$ cat config.mk
export PLATFORM = sky130hd
export DESIGN_NAME = bus_master_port
export DESIGN_NICKNAME = d
export VERILOG_FILES = /design/src/rtl/bus_master_port.sv
export SDC_FILE = /design/constraint.sdc
export NUM_CORES = 1
export LEC_CHECK = 0
export CAP_MARGIN = 25
export CORE_MARGIN = 10
export CORE_UTILIZATION = 55
export CTS_CLUSTER_DIAMETER = 120
export DETAILED_ROUTE_END_ITERATION = 10
export GPL_ROUTABILITY_DRIVEN = 0
export PLACE_DENSITY = 0.83
export SETUP_SLACK_MARGIN = 0.15
export SLEW_MARGIN = 20
export SYNTH_ARGS = -nofsm -noshare
export SYNTH_HDL_FRONTEND = slang
export SYNTH_SLANG_ARGS = --single-unit
$ cat constraint.sdc
create_clock -name clk -period 2.99 [get_ports clk]
set_clock_uncertainty 0.2 [all_clocks]
set_input_delay 0.598 -clock clk [delete_from_list [all_inputs] [get_ports clk]]
set_output_delay 0.598 -clock clk [all_outputs]
set_load 0.02 [all_outputs]
$ cat src/rtl/bus_master_port.sv
// bus_master_port: master endpoint of the serial system bus.
// Serialises single-byte read/write requests (address then write data,
// LSB first) over a valid/ready lane and deserialises the returned read byte.
module bus_master_port #(
  parameter int unsigned ADDR_W = 16,
  parameter int unsigned DATA_W = 8
) (
  input  logic              clk,
  input  logic              rstn,
  input  logic              m_start,
  input  logic              m_mode,
  input  logic [ADDR_W-1:0] m_addr,
  input  logic [DATA_W-1:0] m_wr_data,
  output logic [DATA_W-1:0] m_rd_data,
  output logic              m_wr_en,
  output logic              mode,
  output logic              wr_bus,
  output logic              master_valid,
  input  logic              slave_ready,
  input  logic              rd_bus,
  input  logic              slave_valid,
  output logic              master_ready
);

  localparam int unsigned MAX_W = (ADDR_W > DATA_W) ? ADDR_W : DATA_W;
  localparam int unsigned CNT_W = $clog2(MAX_W);
  localparam logic [CNT_W-1:0] ADDR_LAST = CNT_W'(ADDR_W - 1);
  localparam logic [CNT_W-1:0] DATA_LAST = CNT_W'(DATA_W - 1);

  typedef enum logic [1:0] {
    IDLE  = 2'd0,
    ADDR  = 2'd1,
    WDATA = 2'd2,
    RDATA = 2'd3
  } state_t;

  state_t            r_state;
  // Bits not yet placed on wr_bus (the bit currently on the lane is already shifted out).
  logic [ADDR_W-1:0] r_addr_sh;
  logic [DATA_W-1:0] r_data_sh;
  // First DATA_W-1 received bits; the last bit is taken straight from rd_bus.
  logic [DATA_W-2:0] r_rd_sh;
  logic [CNT_W-1:0]  r_cnt;

  logic w_wr_xfer;
  logic w_rd_xfer;

  assign w_wr_xfer = master_valid & slave_ready;
  assign w_rd_xfer = master_ready & slave_valid;

  // Transaction FSM: all bus and initiator-facing outputs are registered here.
  always_ff @(posedge clk or negedge rstn) begin
    if (!rstn) begin
      r_state      <= IDLE;
      r_addr_sh    <= '0;
      r_data_sh    <= '0;
      r_rd_sh      <= '0;
      r_cnt        <= '0;
      m_rd_data    <= '0;
      m_wr_en      <= 1'b0;
      mode         <= 1'b0;
      wr_bus       <= 1'b0;
      master_valid <= 1'b0;
      master_ready <= 1'b0;
    end else begin
      m_wr_en <= 1'b0;
      unique case (r_state)
        IDLE: begin
          if (m_start) begin
            mode         <= m_mode;
            r_addr_sh    <= m_addr >> 1;
            r_data_sh    <= m_wr_data;
            wr_bus       <= m_addr[0];
            master_valid <= 1'b1;
            r_cnt        <= '0;
            r_state      <= ADDR;
          end
        end
        ADDR: begin
          if (w_wr_xfer) begin
            if (r_cnt == ADDR_LAST) begin
              r_cnt <= '0;
              if (mode) begin
                wr_bus    <= r_data_sh[0];
                r_data_sh <= r_data_sh >> 1;
                r_state   <= WDATA;
              end else begin
                wr_bus       <= 1'b0;
                master_valid <= 1'b0;
                master_ready <= 1'b1;
                r_state      <= RDATA;
              end
            end else begin
              wr_bus    <= r_addr_sh[0];
              r_addr_sh <= r_addr_sh >> 1;
              r_cnt     <= r_cnt + CNT_W'(1);
            end
          end
        end
        WDATA: begin
          if (w_wr_xfer) begin
            if (r_cnt == DATA_LAST) begin
              r_cnt        <= '0;
              wr_bus       <= 1'b0;
              master_valid <= 1'b0;
              r_state      <= IDLE;
            end else begin
              wr_bus    <= r_data_sh[0];
              r_data_sh <= r_data_sh >> 1;
              r_cnt     <= r_cnt + CNT_W'(1);
            end
          end
        end
        RDATA: begin
          if (w_rd_xfer) begin
            if (r_cnt == DATA_LAST) begin
              m_rd_data    <= {rd_bus, r_rd_sh};
              m_wr_en      <= 1'b1;
              master_ready <= 1'b0;
              r_cnt        <= '0;
              r_state      <= IDLE;
            end else begin
              r_rd_sh <= {rd_bus, r_rd_sh[DATA_W-2:1]};
              r_cnt   <= r_cnt + CNT_W'(1);
            end
          end
        end
        default: r_state <= IDLE;
      endcase
    end
  end

endmodule

==> metrics.cfg, run 1 <==
[status]
outcome = finished clean

[logic_synthesis]
yosys.area.top_type_share = 0.491
synthTopCellsByArea = dfrtp_1 (49%), mux2_2 (17%), mux2_1 (6.8%)
syn_nets = 225
synth_edf_count = 0
ys_ff_latch = 49
ys_seq_area_frac = 0.491
avgSynthCellArea_um2 = 13.3
synth_area_mm2 = 0.00250
async_flop_share = 1.00
netlist_top_cells_count = dfrtp_1 (49), mux2_2 (38), mux2_1 (15)
ys_types = 42
synth_largest_area_cell = dfrtp_1
synth_cells = 188
yosysMostFrequentCell = dfrtp_1
synth-main-ff-cell = dfrtp_1
yosys_warnings = 0

[placed_design]
port_buffers = 43
placed_area_mm2 = 0.00298
pre_cts_ws_ns = 0.461
hpwl_mm = 3.56

[global_route]
antenna_found_initial = 0
grt_pass1_wl_mm = 8.29
grtUsageTotal = 0.133
grt_max_degree = 40
overflow = 0
grt_pass1_vias = 1699

[routing]
num_vias = 1628
antenna_left = 0
drt_pass1_iterations = 4
routed_wl_mm = 4.83
initialDrtViolationCount = 63
drcViolationCount = 0
viasPerCell = 5.63
post_drt_wl_per_cell_um = 16.7

[timing]
period_share = 0.758
worst_slew_pin_slew_ns = 0.528
setup_tns_ns = 0
max_freq_ghz = 0.441
rsz0062_at_grt = no
period_minus_slack_ns = 2.27
slew_headroom = 0.648
finalHoldViolCount = 0
setup_viol = 0
drv_slew = 0
fin_ws_ns = 0.723

[final_layout]
stdcell_area_mm2 = 0.00311
n_fill_cell = 324
antenna_cells = 0
areaGrowthSynthToFinish_pct = 24.4
nets = 273
drive_above_1_share = 0.287

[die]
die_y_um = 87.4
design.die.area_mm2 = 0.00764
placementRows = 24
start_util = 0.570
pin_count = 44
die_w_um = 87.4
core_region_area_mm2 = 0.00438

[min_path]
worstHoldPathType = flip-flop to flip-flop

[clock_tree]
cts_resized = 0
post_cts_buffers = 0
clkSinkCount = 49
cts.clk_slew.worst_paths_ns = 0.09
numCtsBuffers = 5
cts_max_level = 2
clk_latency_ns = 0.30
ctsLongestPathBuffers = 2
cts_tree = built
root_buffer = clkbuf_8

[setup_path]
worst-setup-path-type = flip-flop to flip-flop
crit_chain = inv_1 -> ha_1 -> nor4bb_1 -> a211oi_1 -> nor2_2 -> mux2_1
start_kind = flip-flop
slowest_stage = nor4bb_1
critical_path.max_fanout = 11
cp_data_arrival_time_ns = 2.26
r2r_slack_ns = 0.72
crit_required_ns = 2.98
endpoint_kind = flip-flop
slowest_delay_ns = 0.48

[power]
pwr_density_cell_mw_per_mm2 = 975
leakage_uw = 0.00136
ir_drop_mv = 0.446

[run]
drv_cap = 0

repair_timing:
item,CTS,global route
endpoints found under the hold margin,10,0
hold buffers,1,0
setup endpoints to repair,0,0
final timing paths:
path	startpoint	end	cells after the start
min in group asynchronous	rstn	r_data_sh[5]$_DFFE_PN0P_	2
setup reg to reg	r_state[1]$_DFFE_PN0P_	r_state[1]$_DFFE_PN0P_	6
hold reg to reg	r_addr_sh[4]$_DFFE_PN0P_	r_addr_sh[4]$_DFFE_PN0P_	1
hold / removal	r_addr_sh[4]$_DFFE_PN0P_	r_addr_sh[4]$_DFFE_PN0P_	1
setup / recovery	r_state[1]$_DFFE_PN0P_	r_state[1]$_DFFE_PN0P_	6
max in group asynchronous	rstn	r_addr_sh[10]$_DFFE_PN0P_	3
where the power goes:
group          leakage [uW]  internal (uW)  switching [uW]
Combinational      0.000690            821             642
Sequential         0.000613            924             168
Clock             0.0000543            250             224
Total               0.00136           1990            1030
area by class of cell:
class | count | area, um^2 | share of cell area
repair buffers | 47 | 458 | 0.147
multi-input cells | 129 | 1230 | 0.395
clock inverters | 3 | 46.3 | 0.0149
well taps | 52 | 65.1 | 0.0209
clock buffers | 5 | 68.8 | 0.0222
inverters | 4 | 15.0 | 0.00483
flip-flops and latches | 49 | 1230 | 0.395
cell usage in the layout, fill, tap and decap left out, types with 3 or more instances in the layout:
master	count
buf_4	3
nand3_1	8
nand2_1	10
mux2_1	15
mux2_4	8
nor2_1	3
clkdlybuf4s50_1	42
o21ai_1	3
clkbuf_8	5
mux2_2	38
o21ai_0	4
inv_1	4
dfrtp_1	49
mux2i_1	3
ha_1	6
critical path, delay by kind of cell (launching register included):
family	cells	cell delay [ns]
multiplexers	1	0.34
AO/OA/AOI/OAI	1	0.11
AND/OR/NAND/NOR	2	0.65
adder cells (fa/ha/maj)	1	0.32
flip-flops	1	0.43
buffers and inverters	1	0.09
registers in the layout (all words and copies together), names as in the netlist:
name          flops
m_rd_data         8
m_wr_en           1
master_ready      1
master_valid      1
mode              1
r_addr_sh        15
r_cnt             4
r_data_sh         8
r_rd_sh           7
r_state           2
wr_bus            1
layer usage:
metal	part of all wire	up-vias	GRT usage
met1	0.45	799	0.169
met2	0.47	38	0.203
met3	0.062	7	0.0440
met4	0.017	0	0.0565
met5	0	-	0
li1	-	784	-
kinds of logic after synthesis:
kind of cell / share of synthesized area
flops: 0.491
simple gates: 0.0942
buf+inv: 0.0175
mux: 0.299
fa+ha+maj: 0.0301
compound gates: 0.0681
through the flow:
step	hold slack [ns]	power, uW	utilization	instances
after floorplan	0.102	2240	-	188
after CTS	0.300	3060	0.709	289
after detailed placement	0.279	2570	0.680	280
after global routing	0.316	3250	0.709	289
after global placement	0.268	2520	0.680	280
final	0.294	3030	0.709	289
No activity file was read; power rests on OpenSTA's default activity.
==> run 2: changes to the inputs <==
--- a/config.mk
+++ b/config.mk
@@ -7,11 +7,11 @@
 export LEC_CHECK = 0
 export CAP_MARGIN = 25
 export CORE_MARGIN = 10
-export CORE_UTILIZATION = 55
+export CORE_UTILIZATION = 47
 export CTS_CLUSTER_DIAMETER = 120
 export DETAILED_ROUTE_END_ITERATION = 10
 export GPL_ROUTABILITY_DRIVEN = 0
-export PLACE_DENSITY = 0.83
+export PLACE_DENSITY = 0.75
 export SETUP_SLACK_MARGIN = 0.15
 export SLEW_MARGIN = 20
 export SYNTH_ARGS = -nofsm -noshare
==> constraint.sdc (replaced) <==
create_clock -name clk -period 2 [get_ports clk]
set_clock_uncertainty 0.2 [all_clocks]
set_input_delay 0.4 -clock clk [delete_from_list [all_inputs] [get_ports clk]]
set_output_delay 0.4 -clock clk [all_outputs]
set_load 0.02 [all_outputs]
==> run 2 against run 1 <==
  * The run now ends with negative setup slack left
  * Non-clock buffer count increased by 35
  * Cell count up 18%
  * Critical path depth increased by 1
  * Sequential power increased by 52%
  * Largest cell class unchanged
==> metrics.cfg, run 2 (same netlist as run 1, synthesis figures left out) <==
[final_layout]
regMostFlops = r_addr_sh
final_cell_mix = dfrtp_1 (48), mux2_2 (33), clkdlybuf4s50_1 (28)
stdcell_area_mm2 = 0.00374  ; +21%
fin_cells = 342  ; +18%
final_common_cell = dfrtp_1
n_fill_cell = 364  ; +12%
nets = 308  ; +13%
drive_above_1_share = 0.500  ; +0.213
reg_top3 = r_addr_sh x15, m_rd_data x8, r_data_sh x8
areaGrowthSynthToFinish_pct = 49.9
antenna_cells = 0  ; unchanged
fin_util = 0.729  ; +0.0200
largest_reg_flops = 15  ; unchanged

[setup_path]
crit_end = r_state[1]$_DFFE_PN0P_
endpoint_kind = flip-flop
rr_startpoint = r_state[0]$_DFFE_PN0P_
cp_data_arrival_time_ns = 2.07  ; -0.19 ns
r2r-end = r_state[1]$_DFFE_PN0P_
start_kind = flip-flop
crit_chain = buf_6 -> buf_6 -> ha_4 -> buf_6 -> a211o_1 -> nor2_2 -> mux2_4
crit_required_ns = 1.99  ; -0.99 ns
worst_r2r_path_depth = 7  ; +1
worst-setup-path-type = flip-flop to flip-flop
slowest_delay_ns = 0.41  ; -0.07 ns
r2r_slack_ns = -0.08  ; -0.81 ns
slowest_stage = dfrtp_1
crit_start = r_state[0]$_DFFE_PN0P_
critical_path.max_fanout = 4  ; -7
cpMostUsedCell = buf_6

[die]
placementRows = 26  ; +8.3%
core_region_area_mm2 = 0.00514  ; +17%
pin_count = 44  ; unchanged
design.die.area_mm2 = 0.00863  ; +13%
die_y_um = 92.9  ; +6.3%
die_w_um = 92.9  ; +6.3%
start_util = 0.486  ; -0.0838

[placed_design]
port_buffers = 43  ; unchanged
placed_area_mm2 = 0.00320  ; +7.2%
placed_cells = 318  ; +14%
hpwl_mm = 3.95  ; +11%

[routing]
num_vias = 1810  ; +11%
drcViolationCount = 0  ; unchanged
initialDrtViolationCount = 76  ; +21%
antenna_left = 0  ; unchanged
viasPerCell = 5.29  ; -6.1%
drt_pass1_iterations = 4  ; unchanged
routed_wl_mm = 6.05  ; +25%
post_drt_wl_per_cell_um = 17.7  ; +5.8%

[clock_tree]
ctsLongestPathBuffers = 2  ; unchanged
numCtsBuffers = 5  ; unchanged
cts_max_level = 2  ; unchanged
clkSinkCount = 49  ; unchanged
cts_tree = built
clk_latency_ns = 0.30  ; about the same
cts.clk_slew.worst_paths_ns = 0.09  ; about the same
root_buffer = clkbuf_8

[global_route]
grt_pass1_wl_mm = 10.1  ; +22%
antenna_found_initial = 0  ; unchanged
grtUsageTotal = 0.144  ; +0.0109
overflow = 0  ; unchanged
grt_pass1_vias = 2048  ; +21%
grt_max_degree = 26  ; -35%

[status]
outcome = complete, but fails checks
violations = negative setup slack

[power]
ir_drop_mv = 0.780  ; +75%
pwr_density_cell_mw_per_mm2 = 1590  ; +63%
leakage_uw = 0.00172  ; +27%

[timing]
max_freq_ghz = 0.480  ; +8.8%
slew_headroom = 0.650  ; +0.00176
rsz0062_at_grt = yes
period_minus_slack_ns = 2.08  ; -0.183 ns
fin_ws_ns = -0.0841  ; -0.807 ns
setup_viol = 25  ; +25
setup_tns_ns = -0.983  ; -0.983 ns
drv_slew = 0  ; unchanged
period_share = 1.04  ; +0.284
whs_ns = 0.287  ; -0.00637 ns
worst_slew_pin_slew_ns = 0.525  ; -0.00264 ns
finalHoldViolCount = 0  ; unchanged

[run]
drv_cap = 0  ; unchanged

[min_path]
worstHoldPathType = flip-flop to flip-flop

[run 2: worst min-delay path by stage]
stage | to | depth (start not counted) | slack (ns) | from
after floorplan | m_rd_data[0]$_DFFE_PN0P_ | 0 | -0.1 | rstn
after global placement | r_data_sh[4]$_DFFE_PN0P_ | 1 | 0.20 | rstn
after detailed placement | r_data_sh[4]$_DFFE_PN0P_ | 1 | 0.21 | rstn
after CTS | m_rd_data[7]$_DFFE_PN0P_ | 1 | 0.29 | m_rd_data[7]$_DFFE_PN0P_
after global routing | m_rd_data[7]$_DFFE_PN0P_ | 1 | 0.32 | m_rd_data[7]$_DFFE_PN0P_
final | m_rd_data[7]$_DFFE_PN0P_ | 1 | 0.29 | m_rd_data[7]$_DFFE_PN0P_
[run 2: stage by stage]
step / total power [uW] / worst slack, ns
2_1_floorplan: 3460 / -0.00317
3_3_place_gp: 4130 / -0.212
3_5_place_dp: 4210 / -0.231
4_1_cts: 5810 / -0.0396
5_1_grt: 6320 / -0.132
6_report: 5960 / -0.0841
[run 2: power breakdown]
group | leakage (uW) | switching (uW) | internal, uW
clock | 0.0000585 | 331 | 375
combinational | 0.00105 | 1400 | 2200
sequential | 0.000611 | 274 | 1380
total | 0.00172 | 2000 | 3950
[run 2: worst max-delay path: cells and delay by family, from the launching register on]
kind	cells	cell delay, ns
flip-flops	1	0.41
AO/OA/AOI/OAI	1	0.33
multiplexers	1	0.31
adder cells (fa/ha/maj)	1	0.18
buffers and inverters	3	0.37
AND/OR/NAND/NOR	1	0.17
[run 2: cell type report]
cell class / count / area [um^2] / area share
clock inverter: 3 / 43.8 / 0.0117
inverter: 4 / 22.5 / 0.00601
tap: 70 / 87.6 / 0.0234
sequential: 49 / 1230 / 0.328
multi-input combinational: 129 / 1490 / 0.397
timing repair buffer: 82 / 810 / 0.216
clock buffer: 5 / 68.8 / 0.0184
[run 2: per-layer routing]
metal  part of all wire  global-route usage  vias to the layer above
met3              0.050              0.0460                       11
met1               0.41               0.163                      907
met2               0.52               0.249                       38
met5                  0                   0                        -
met4              0.021              0.0540                        0
li1                   -                   -                      854
[run 2: what timing repair did]
item / 4_1_cts / 5_1_grt
buffers inserted: 12 / 2
gates resized for setup: 58 / 17
hold endpoints to repair: 23 / 0
gates cloned: 1 / 0
pin swaps: 15 / 10
hold buffers: 1 / 0
endpoints found under the setup margin: 59 / 47
